## src/rtl/systolic_array_ctrl.sv

```systemverilog
`default_nettype none
// ============================================================================
// Module      : systolic_array_ctrl
// Description : Sequencer for a weight-stationary ROWS x COLS MAC array.
//               Per job: loads ROWS weight rows (one per read), streams
//               cfg_len feature vectors, generates the skewed per-row input
//               valids and per-column output valids, drains, pulses done.
// Ports       : clk, rst_n      - clock, asynchronous active-low reset
//               start, cfg_len  - job request (IDLE only) and vector count
//               wt_avail        - weight row ready   -> wt_rd_en, wt_row_sel
//               dat_avail       - feature vector ready -> dat_rd_en
//               row_vld         - skewed left-operand valid per PE row
//               col_vld         - result valid at the bottom of each column
//               busy, done      - job in progress / 1-cycle end-of-job pulse
// Revision    : 1.0 - initial release
// ============================================================================
module systolic_array_ctrl #(
   parameter int ROWS  = 8,
   parameter int COLS  = 8,
   parameter int LEN_W = 16,
   localparam int SEL_W = (ROWS > 1) ? $clog2(ROWS) : 1
) (
   input  logic             clk,
   input  logic             rst_n,
   input  logic             start,
   input  logic [LEN_W-1:0] cfg_len,
   input  logic             wt_avail,
   output logic             wt_rd_en,
   output logic [SEL_W-1:0] wt_row_sel,
   input  logic             dat_avail,
   output logic             dat_rd_en,
   output logic [ROWS-1:0]  row_vld,
   output logic [COLS-1:0]  col_vld,
   output logic             busy,
   output logic             done
);

   localparam int               DEPTH      = ROWS + COLS;
   localparam logic [SEL_W-1:0] C_LAST_ROW = SEL_W'(ROWS - 1);

   typedef enum logic [2:0] {
      S_IDLE   = 3'd0,
      S_WLOAD  = 3'd1,
      S_STREAM = 3'd2,
      S_DRAIN  = 3'd3,
      S_DONE   = 3'd4
   } state_t;

   state_t             r_state;
   state_t             w_state_nxt;
   logic [LEN_W-1:0]   r_len;
   logic [LEN_W-1:0]   r_vec_cnt;
   logic [SEL_W-1:0]   r_row_cnt;
   // Bit i is high i+1 cycles after a feature read: the low ROWS bits are the
   // row skew, the upper COLS bits the column output skew.
   logic [DEPTH-1:0]   r_skew;

   always_ff @(posedge clk or negedge rst_n) begin
      if (!rst_n) begin
         r_state <= S_IDLE;
      end else begin
         r_state <= w_state_nxt;
      end
   end

   always_comb begin
      w_state_nxt = r_state;
      wt_rd_en    = 1'b0;
      dat_rd_en   = 1'b0;
      busy        = (r_state != S_IDLE);
      done        = 1'b0;
      case (r_state)
         S_IDLE: begin
            if (start) begin
               w_state_nxt = (cfg_len != '0) ? S_WLOAD : S_DONE;
            end
         end
         S_WLOAD: begin
            wt_rd_en = wt_avail;
            if (wt_avail && (r_row_cnt == C_LAST_ROW)) begin
               w_state_nxt = S_STREAM;
            end
         end
         S_STREAM: begin
            dat_rd_en = dat_avail;
            if (dat_avail && (r_vec_cnt == (r_len - LEN_W'(1)))) begin
               w_state_nxt = S_DRAIN;
            end
         end
         S_DRAIN: begin
            // Leave once only the top bit can still be set: that last
            // col_vld beat is emitted this cycle, so done follows directly.
            if (r_skew[DEPTH-2:0] == '0) begin
               w_state_nxt = S_DONE;
            end
         end
         S_DONE: begin
            done        = 1'b1;
            w_state_nxt = S_IDLE;
         end
         default: begin
            w_state_nxt = S_IDLE;
         end
      endcase
   end

   always_ff @(posedge clk or negedge rst_n) begin
      if (!rst_n) begin
         r_len     <= '0;
         r_vec_cnt <= '0;
         r_row_cnt <= '0;
         r_skew    <= '0;
      end else begin
         r_skew <= {r_skew[DEPTH-2:0], dat_rd_en};
         if ((r_state == S_IDLE) && start) begin
            r_len     <= cfg_len;
            r_vec_cnt <= '0;
            r_row_cnt <= '0;
         end
         // Row counter returns to 0 after the last row so wt_row_sel reads
         // 0 outside the weight-load phase for any ROWS.
         if (wt_rd_en) begin
            r_row_cnt <= (r_row_cnt == C_LAST_ROW) ? '0 : r_row_cnt + SEL_W'(1);
         end
         if (dat_rd_en) begin
            r_vec_cnt <= r_vec_cnt + LEN_W'(1);
         end
      end
   end

   assign wt_row_sel = r_row_cnt;
   assign row_vld    = r_skew[ROWS-1:0];
   assign col_vld    = r_skew[DEPTH-1:ROWS];

endmodule
`default_nettype wire
```

## config.mk

```make
export PLATFORM = sky130hd
export DESIGN_NAME = systolic_array_ctrl
export DESIGN_NICKNAME = d
export VERILOG_FILES = /design/src/rtl/systolic_array_ctrl.sv
export SDC_FILE = /design/constraint.sdc
export NUM_CORES = 1
export LEC_CHECK = 0
export BUFFER_PORTS_ARGS = -buffer_cell sky130_fd_sc_hd__buf_2
export CAP_MARGIN = 5
export CORE_ASPECT_RATIO = 1.2
export CORE_UTILIZATION = 53
export DETAILED_ROUTE_END_ITERATION = 8
export HOLD_SLACK_MARGIN = 0.08
export PLACE_DENSITY = 0.75
export SETUP_SLACK_MARGIN = 0.15
export SKIP_CTS_REPAIR_TIMING = 1
export SLEW_MARGIN = 30
export SYNTH_ARGS = -nofsm -noshare
export SYNTH_HDL_FRONTEND = slang
export SYNTH_SLANG_ARGS = --single-unit
```

## constraint.sdc

```tcl
create_clock -name clk -period 7.1 [get_ports clk]
set_clock_uncertainty 0.2 [all_clocks]
set_input_delay 1.42 -clock clk [delete_from_list [all_inputs] [get_ports clk]]
set_output_delay 1.42 -clock clk [all_outputs]
set_load 0.01 [all_outputs]
```

==> metrics.md, run 1 <==
| Metric | Value |
|---|---|
| Number of buffers inserted during clock tree synthesis | 5 |
| Static Leak | between 1 and 1.5 nW |
| Async set-reset flop share out of synthesis | 1.000 |
| # clock sinks | 54 |
| Final Cycle Share | 0.5664 |
| Worst-skew pair later-pin latency | 0.30 ns |
| Clock Pin Slew Worst Setup and Hold Paths | ~0.09 ns |
| Non-filler instance count after layout | 363 |
| Synthesized instance count | 261 |
| Syn nets | 286 |
| Global-route wire length before repair | between 9000 and 10000 microns |
| Maximum operating frequency | 248.7 MHz |
| Sw Ratio | 0.3860 |
| Maximum ir drop on the vdd rail | 0.2214 mV |
| DRC | 0 |
| Routed length per placed instance | approximately 16 microns |
| Most common cell after layout, fill and taps aside | dfrtp_1 |
| Count of vias placed by the detailed router | 2159 |
| Number of enable-type register cells in the synthesized netlist | 0 |
| Starting Density | 0.5552 |
| Worst slew slack as a fraction of its limit | 0.5034 |
| Final WS setup | about 3 ns |
| Die extent in x | about 68 microns |
| Final Power | around 0.0011 W |
| Part of the total power dissipated in the clock network | 0.159 |
| Worst hold margin | 0.2059 ns |
| FF+latch count, synth | 54 |
| Setup repair after global routing missed its margin | no |
| Finish-stage setup viols | 0 |
| Combined area of all synthesized cells | 0.002743 sq mm |
| Max-cap violation count | 0 |
| Standard-cell rows | 28 |
| Number of pins exceeding their max-slew limit in the final report | 0 |
| Area added between synthesis and finish | 12.87% |
| Port-buffer cells | 43 |
| Count of different cell masters after synthesis | 42 |
| TritonCTS clock tree | built |
| Total core area | 0.004940 sq mm |
| Final weighted congestion in routability-driven placement | 0.8470 |
| Count of TritonRoute iterations in the first routing pass | 4 |
| Synthesized area per cell | 10.51 sq um |
| Fraction of the yosys area taken by sequential cells | 0.4927 |
| Min Tclk post-route | 4.022 ns |
| Reported net switching power | 0.0004236 W |
| Nature of the critical path startpoint | primary input |
| Post-placement setup slack | 3.068 ns |
| Total congestion overflow after global routing | 0 |
| I/O pin total | 44 |
| Count of antenna diodes in the layout | 0 |
| Most frequent cells in the layout | 54 x dfrtp_1, 43 x buf_2, 21 x nand2_1 |
| Number of nets with antenna violations after routing | 0 |
| Class of the tightest hold or removal check | flip-flop to flip-flop |
| Arrival time at the worst endpoint | 2.40 ns |
| Cell-internal power | 0.0006737 W |
| Final WL | 5637 microns |
| Placed Cells incl. Taps | 355 |
| Post-detailed-placement half-perimeter wirelength | 4114 microns |
| Endpoint type of the worst setup path | output port |
| Number of DRC markers after the initial detailed-route iteration | 58 |
| Vias per cell | 5.948 |
| Initial antenna violation count | 0 |
| Primary FF master, synth | dfrtp_1 |
| Fraction of final layout cells with drive strength greater than 1 | 0.2508 |
| Final hold violation count | 0 |
| Category of the most critical setup path | primary input to output port |
| Number of levels in the clock H-tree | 2 |
| Worst-margin pin slew | 0.7346 ns |
| Number of buffers between clock root and the deepest sink | 2 |
| Sequential cell fraction of total power | 0.466 |
| Run status | completed |
| Maximum number of pins on one net before global-route repair | between 50 and 60 |
| Area enclosed by the die boundary | 0.005468 sq mm |
| Total routing resource utilization after global routing | 0.2247 |
| Number of global-route vias before repair | 2016 |
| Count of yosys warnings during synthesis | 0 |
| Final TNS setup | 0 ns |
| Data required time of the worst path | 5.48 ns |
| Number of nets at the end of the flow | 327 |
| Comb pwr share | 0.375 |
| Power density of the placed cells | 354.5 mW/mm^2 |
| CP max FO | 12 |
| Chip height | 80.80 microns |
| Clock Root Buffer | clkbuf_8 |
==> logic make-up after synthesis <==
logic type | synth area share
multiplexers | 0.08440
AO/OA/AOI/OAI | 0.09763
XOR/XNOR | 0.06706
adder cells (fa/ha/maj) | 0.01825
flip-flops | 0.4927
AND/OR/NAND/NOR | 0.2144
buffers and inverters | 0.02555
==> Yosys cell counts (all sizes together) (3+ instances only) <==
cell    count  area share
ha          4       0.018
nor4b       3      0.0096
nand4      10       0.023
and3        6       0.014
a311oi      3      0.0096
nand3      20       0.036
nand2      21       0.029
xor2        9       0.029
nor4       11       0.025
nor3        7       0.016
xnor2      12       0.038
and4        4       0.013
nor2       10       0.015
o21ai      15       0.027
clkbuf     11       0.016
mux2       17       0.070
mux2i       4       0.015
dfrtp      54        0.49
a21oi       7       0.013
inv         7      0.0096
==> registers in the layout (all words and copies together) (netlist names) <==
signal / cells
r_skew: 16
r_vec_cnt: 16
r_len: 16
r_state: 3
wt_row_sel: 3
==> worst paths after layout <==
| path | from | end | slack [ns] | depth (start not counted) |
|---|---|---|---|---|
| hold / removal | r_skew[11] | r_skew[12] | 0.21 | 0 |
| hold reg to reg | r_skew[11] | r_skew[12] | 0.21 | 0 |
| min in group asynchronous | rst_n | wt_row_sel[1] | 1.03 | 2 |
| setup reg to reg | r_len[0] | r_state[0] | 4.42 | 7 |
| max in group asynchronous | rst_n | r_len[1] | 5.23 | 2 |
| setup / recovery | dat_avail | dat_rd_en | 3.08 | 4 |
==> critical path, stage by stage <==
cell and delay (ns):
buf_2 0.08, nand4_1 0.38, inv_1 0.34, buf_2 0.18
==> final cells by class <==
| type | instances | area (sq um) |
|---|---|---|
| fill | 427 | 1844 |
| sequential | 54 | 1351 |
| multi-input combinational | 189 | 1321 |
| timing repair buffer | 45 | 230.2 |
| clock buffer | 7 | 86.33 |
| tap | 60 | 75.07 |
| inverter | 7 | 26.28 |
| clock inverter | 1 | 5.005 |
==> stage by stage <==
stage,util,area (sq um)
global placement,0.6082,3004
finish,0.6266,3095
detailed placement,0.6082,3004
CTS,0.6266,3095
floorplan,-,2743
global route,0.6266,3095
==> power groups by stage <==
| stage | Combinational [W] | Sequential [W] | Clock [W] |
|---|---|---|---|
| 6_report | 0.000411 | 0.000512 | 0.000174 |
| 3_3_place_gp | 0.000397 | 0.000515 | 0 |
| 2_1_floorplan | 0.000316 | 0.000490 | 0 |
| 3_5_place_dp | 0.000412 | 0.000518 | 0 |
| 4_1_cts | 0.000414 | 0.000512 | 0.000181 |
| 5_1_grt | 0.000454 | 0.000530 | 0.000191 |
==> metal layers <==
layer	up-vias	share of wire	track usage
met5	-	0	0
li1	1045	-	-
met3	11	0.040	0.04775
met1	1045	0.44	0.2678
met2	58	0.50	0.3842
met4	0	0.017	0.09574
Note: power is estimated with default switching activity, not from simulation.
==> run 2: changes to the inputs <==
--- a/config.mk
+++ b/config.mk
@@ -8,10 +8,10 @@
 export BUFFER_PORTS_ARGS = -buffer_cell sky130_fd_sc_hd__buf_2
 export CAP_MARGIN = 5
 export CORE_ASPECT_RATIO = 1.2
-export CORE_UTILIZATION = 53
+export CORE_UTILIZATION = 51
 export DETAILED_ROUTE_END_ITERATION = 8
 export HOLD_SLACK_MARGIN = 0.08
-export PLACE_DENSITY = 0.75
+export PLACE_DENSITY = 0.76
 export SETUP_SLACK_MARGIN = 0.15
 export SKIP_CTS_REPAIR_TIMING = 1
 export SLEW_MARGIN = 30
==> constraint.sdc (replaced) <==
create_clock -name clk -period 3.69 [get_ports clk]
set_clock_uncertainty 0.2 [all_clocks]
set_input_delay 0.738 -clock clk [delete_from_list [all_inputs] [get_ports clk]]
set_output_delay 0.738 -clock clk [all_outputs]
set_load 0.01 [all_outputs]
==> metrics.md, run 2 (same netlist as run 1, synthesis figures left out) <==
| Metric | Value |
|---|---|
| Number of pins exceeding their max-slew limit in the final report | 0 (unchanged) |
| Worst hold margin | 0.2020 ns (was 0.2059 ns) |
| Number of buffers inserted during clock tree synthesis | 5 (unchanged) |
| Arrival time at the worst endpoint | 1.76 ns (was 2.40 ns) |
| Total congestion overflow after global routing | 0 (unchanged) |
| Total routing resource utilization after global routing | 0.2291 (was 0.2247) |
| Port-buffer cells | 43 (unchanged) |
| I/O pin total | 44 (unchanged) |
| Number of DRC markers after the initial detailed-route iteration | 106 (was 58) |
| Global-route track usage on met1 | 0.2757 (was 0.2678) |
| Fraction of final layout cells with drive strength greater than 1 | 0.2492 (was 0.2508) |
| TritonCTS clock tree | built (unchanged) |
| Sw Ratio | 0.3870 (was 0.3860) |
| Count of TritonRoute iterations in the first routing pass | 4 (unchanged) |
| Final WL | 5713 microns (was 5637 microns) |
| Worst-margin pin slew | 0.7314 ns (was 0.7346 ns) |
| Final TNS setup | 0 ns (unchanged) |
| Cell-internal power | 0.001289 W (was 0.0006737 W) |
| Part of the total power dissipated in the clock network | 0.152 (was 0.159) |
| Final weighted congestion in routability-driven placement | 0.8634 (was 0.8470) |
| Most frequent cells in the layout | 54 x dfrtp_1, 43 x buf_2, 21 x nand2_1 (unchanged) |
| Met3 GRT Util | 0.04808 (was 0.04775) |
| Count of filler cells inserted in the layout | 430 (was 427) |
| Worst slew slack as a fraction of its limit | 0.5112 (was 0.5034) |
| Max-cap violation count | 0 (unchanged) |
| Busiest layer in global routing | met2 (unchanged) |
| Category of the most critical setup path | flip-flop to output port (was primary input to output port) |
| Standard-cell rows | 28 (unchanged) |
| Worst-skew pair later-pin latency | 0.30 ns (about the same) |
| Maximum ir drop on the vdd rail | 0.4349 mV (was 0.2214 mV) |
| Static Leak | 1.432 nW (was 1.437 nW) |
| Min Tclk post-route | 2.696 ns |
| Data required time of the worst path | 2.75 ns (was 5.48 ns) |
| Final hold violation count | 0 (unchanged) |
| # clock sinks | 54 (unchanged) |
| Clock Root Buffer | clkbuf_8 (unchanged) |
| DRC | 0 (unchanged) |
| Number of nets at the end of the flow | 327 (unchanged) |
| Final Cycle Share | 0.7306 |
| Sequential cell fraction of total power | 0.472 (was 0.466) |
| Finish-stage setup viols | 0 (unchanged) |
| Number of nets with antenna violations after routing | 0 (unchanged) |
| Largest registers | r_len x16, r_skew x16, r_vec_cnt x16 (unchanged) |
| Comb pwr share | 0.376 (was 0.375) |
| Chip height | 82.33 microns (was 80.80 microns) |
| Initial antenna violation count | 0 (unchanged) |
| Endpoint type of the worst setup path | output port (unchanged) |
| Run status | completed (unchanged) |
| Global-route wire length before repair | 9584 microns (was 9204 microns) |
| Final Power | 0.002103 W (was 0.001097 W) |
| Routed length per placed instance | 15.83 microns (was 15.53 microns) |
| Die extent in x | 68.95 microns (was 67.67 microns) |
| Reported net switching power | 0.0008137 W (was 0.0004236 W) |
| Count of antenna diodes in the layout | 0 (unchanged) |
| Most common cell after layout, fill and taps aside | dfrtp_1 (unchanged) |
| Starting Density | 0.5437 (was 0.5552) |
| Met2 Track Usage GR | 0.4000 (was 0.3842) |
| Area enclosed by the die boundary | 0.005676 sq mm (was 0.005468 sq mm) |
| Number of buffers between clock root and the deepest sink | 2 (unchanged) |
| Post-detailed-placement half-perimeter wirelength | 4349 microns (was 4114 microns) |
| Maximum operating frequency | 371.0 MHz |
| Count of vias placed by the detailed router | 2164 (was 2159) |
| Area added between synthesis and finish | 12.55% (was 12.87%) |
| Setup repair after global routing missed its margin | no (unchanged) |
| Power density of the placed cells | 681.2 mW/mm^2 (was 354.5 mW/mm^2) |
| Clock Pin Slew Worst Setup and Hold Paths | 0.09 ns (about the same) |
| Vias per cell | 5.994 (was 5.948) |
| Maximum number of pins on one net before global-route repair | 29 (was 55) |
| Class of the tightest hold or removal check | flip-flop to flip-flop (unchanged) |
| Number of levels in the clock H-tree | 2 (unchanged) |
| CP max FO | 12 (unchanged) |
| Number of global-route vias before repair | 2052 (was 2016) |
| Total core area | 0.005045 sq mm (was 0.004940 sq mm) |
| Nature of the critical path startpoint | flip-flop (was primary input) |
-- run 2: worst paths after layout --
path | start | to | slack [ns] | cells after the start
min in group asynchronous | rst_n | wt_row_sel[0] | 0.23 | 1
worst min register to register | r_skew[14] | r_skew[15] | 0.20 | 0
max in group asynchronous | rst_n | r_state[1] | 2.28 | 2
worst min-delay path | r_skew[14] | r_skew[15] | 0.20 | 0
worst max register to register | r_len[0] | r_state[0] | 1.13 | 7
worst max-delay path | r_state[0] | dat_rd_en | 0.99 | 4
-- run 2: worst max-delay path: stages, from the launching register on --
cell and delay, ns:
dfrtp_1 0.46, inv_1 0.10, nand4_1 0.38, inv_1 0.33, buf_2 0.18
-- run 2: layer usage --
metal  vias up  routed length (microns)
met2        67                     2925
met5         -                        0
met3        10                      237
met4         0                       90
met1      1039                     2460
li1       1048                        -
-- run 2: area by class of cell --
type                    instances  area, sq um  share of cell area
well taps                      60        75.07             0.02432
inverters                       7        26.28            0.008512
repair buffers                 45        230.2             0.07458
multi-input cells             189         1321              0.4281
clock buffers                   6        82.58             0.02675
flip-flops and latches         54         1351              0.4378
-- run 2: power by group through the flow --
| stage | Sequential [W] | Combinational, W | Clock [W] |
|---|---|---|---|
| global placement | 0.000995 | 0.000772 | 0 |
| CTS | 0.000992 | 0.000795 | 0.000328 |
| floorplan | 0.000943 | 0.000609 | 0 |
| global route | 0.00102 | 0.000892 | 0.000349 |
| detailed placement | 0.00101 | 0.000793 | 0 |
| finish | 0.000992 | 0.000791 | 0.000319 |
-- run 2: through the flow --
| step | setup slack (ns) | cell area [sq um] | instances | util |
|---|---|---|---|---|
| 3_5_place_dp | 1.048 | 3004 | 355 | 0.5955 |
| 4_1_cts | 0.9883 | 3087 | 361 | 0.6119 |
| 6_report | 0.9942 | 3087 | 361 | 0.6119 |
| 3_3_place_gp | 1.072 | 3004 | 355 | 0.5955 |
| 5_1_grt | 0.8183 | 3087 | 361 | 0.6119 |
| 2_1_floorplan | 1.293 | 2743 | 261 | - |
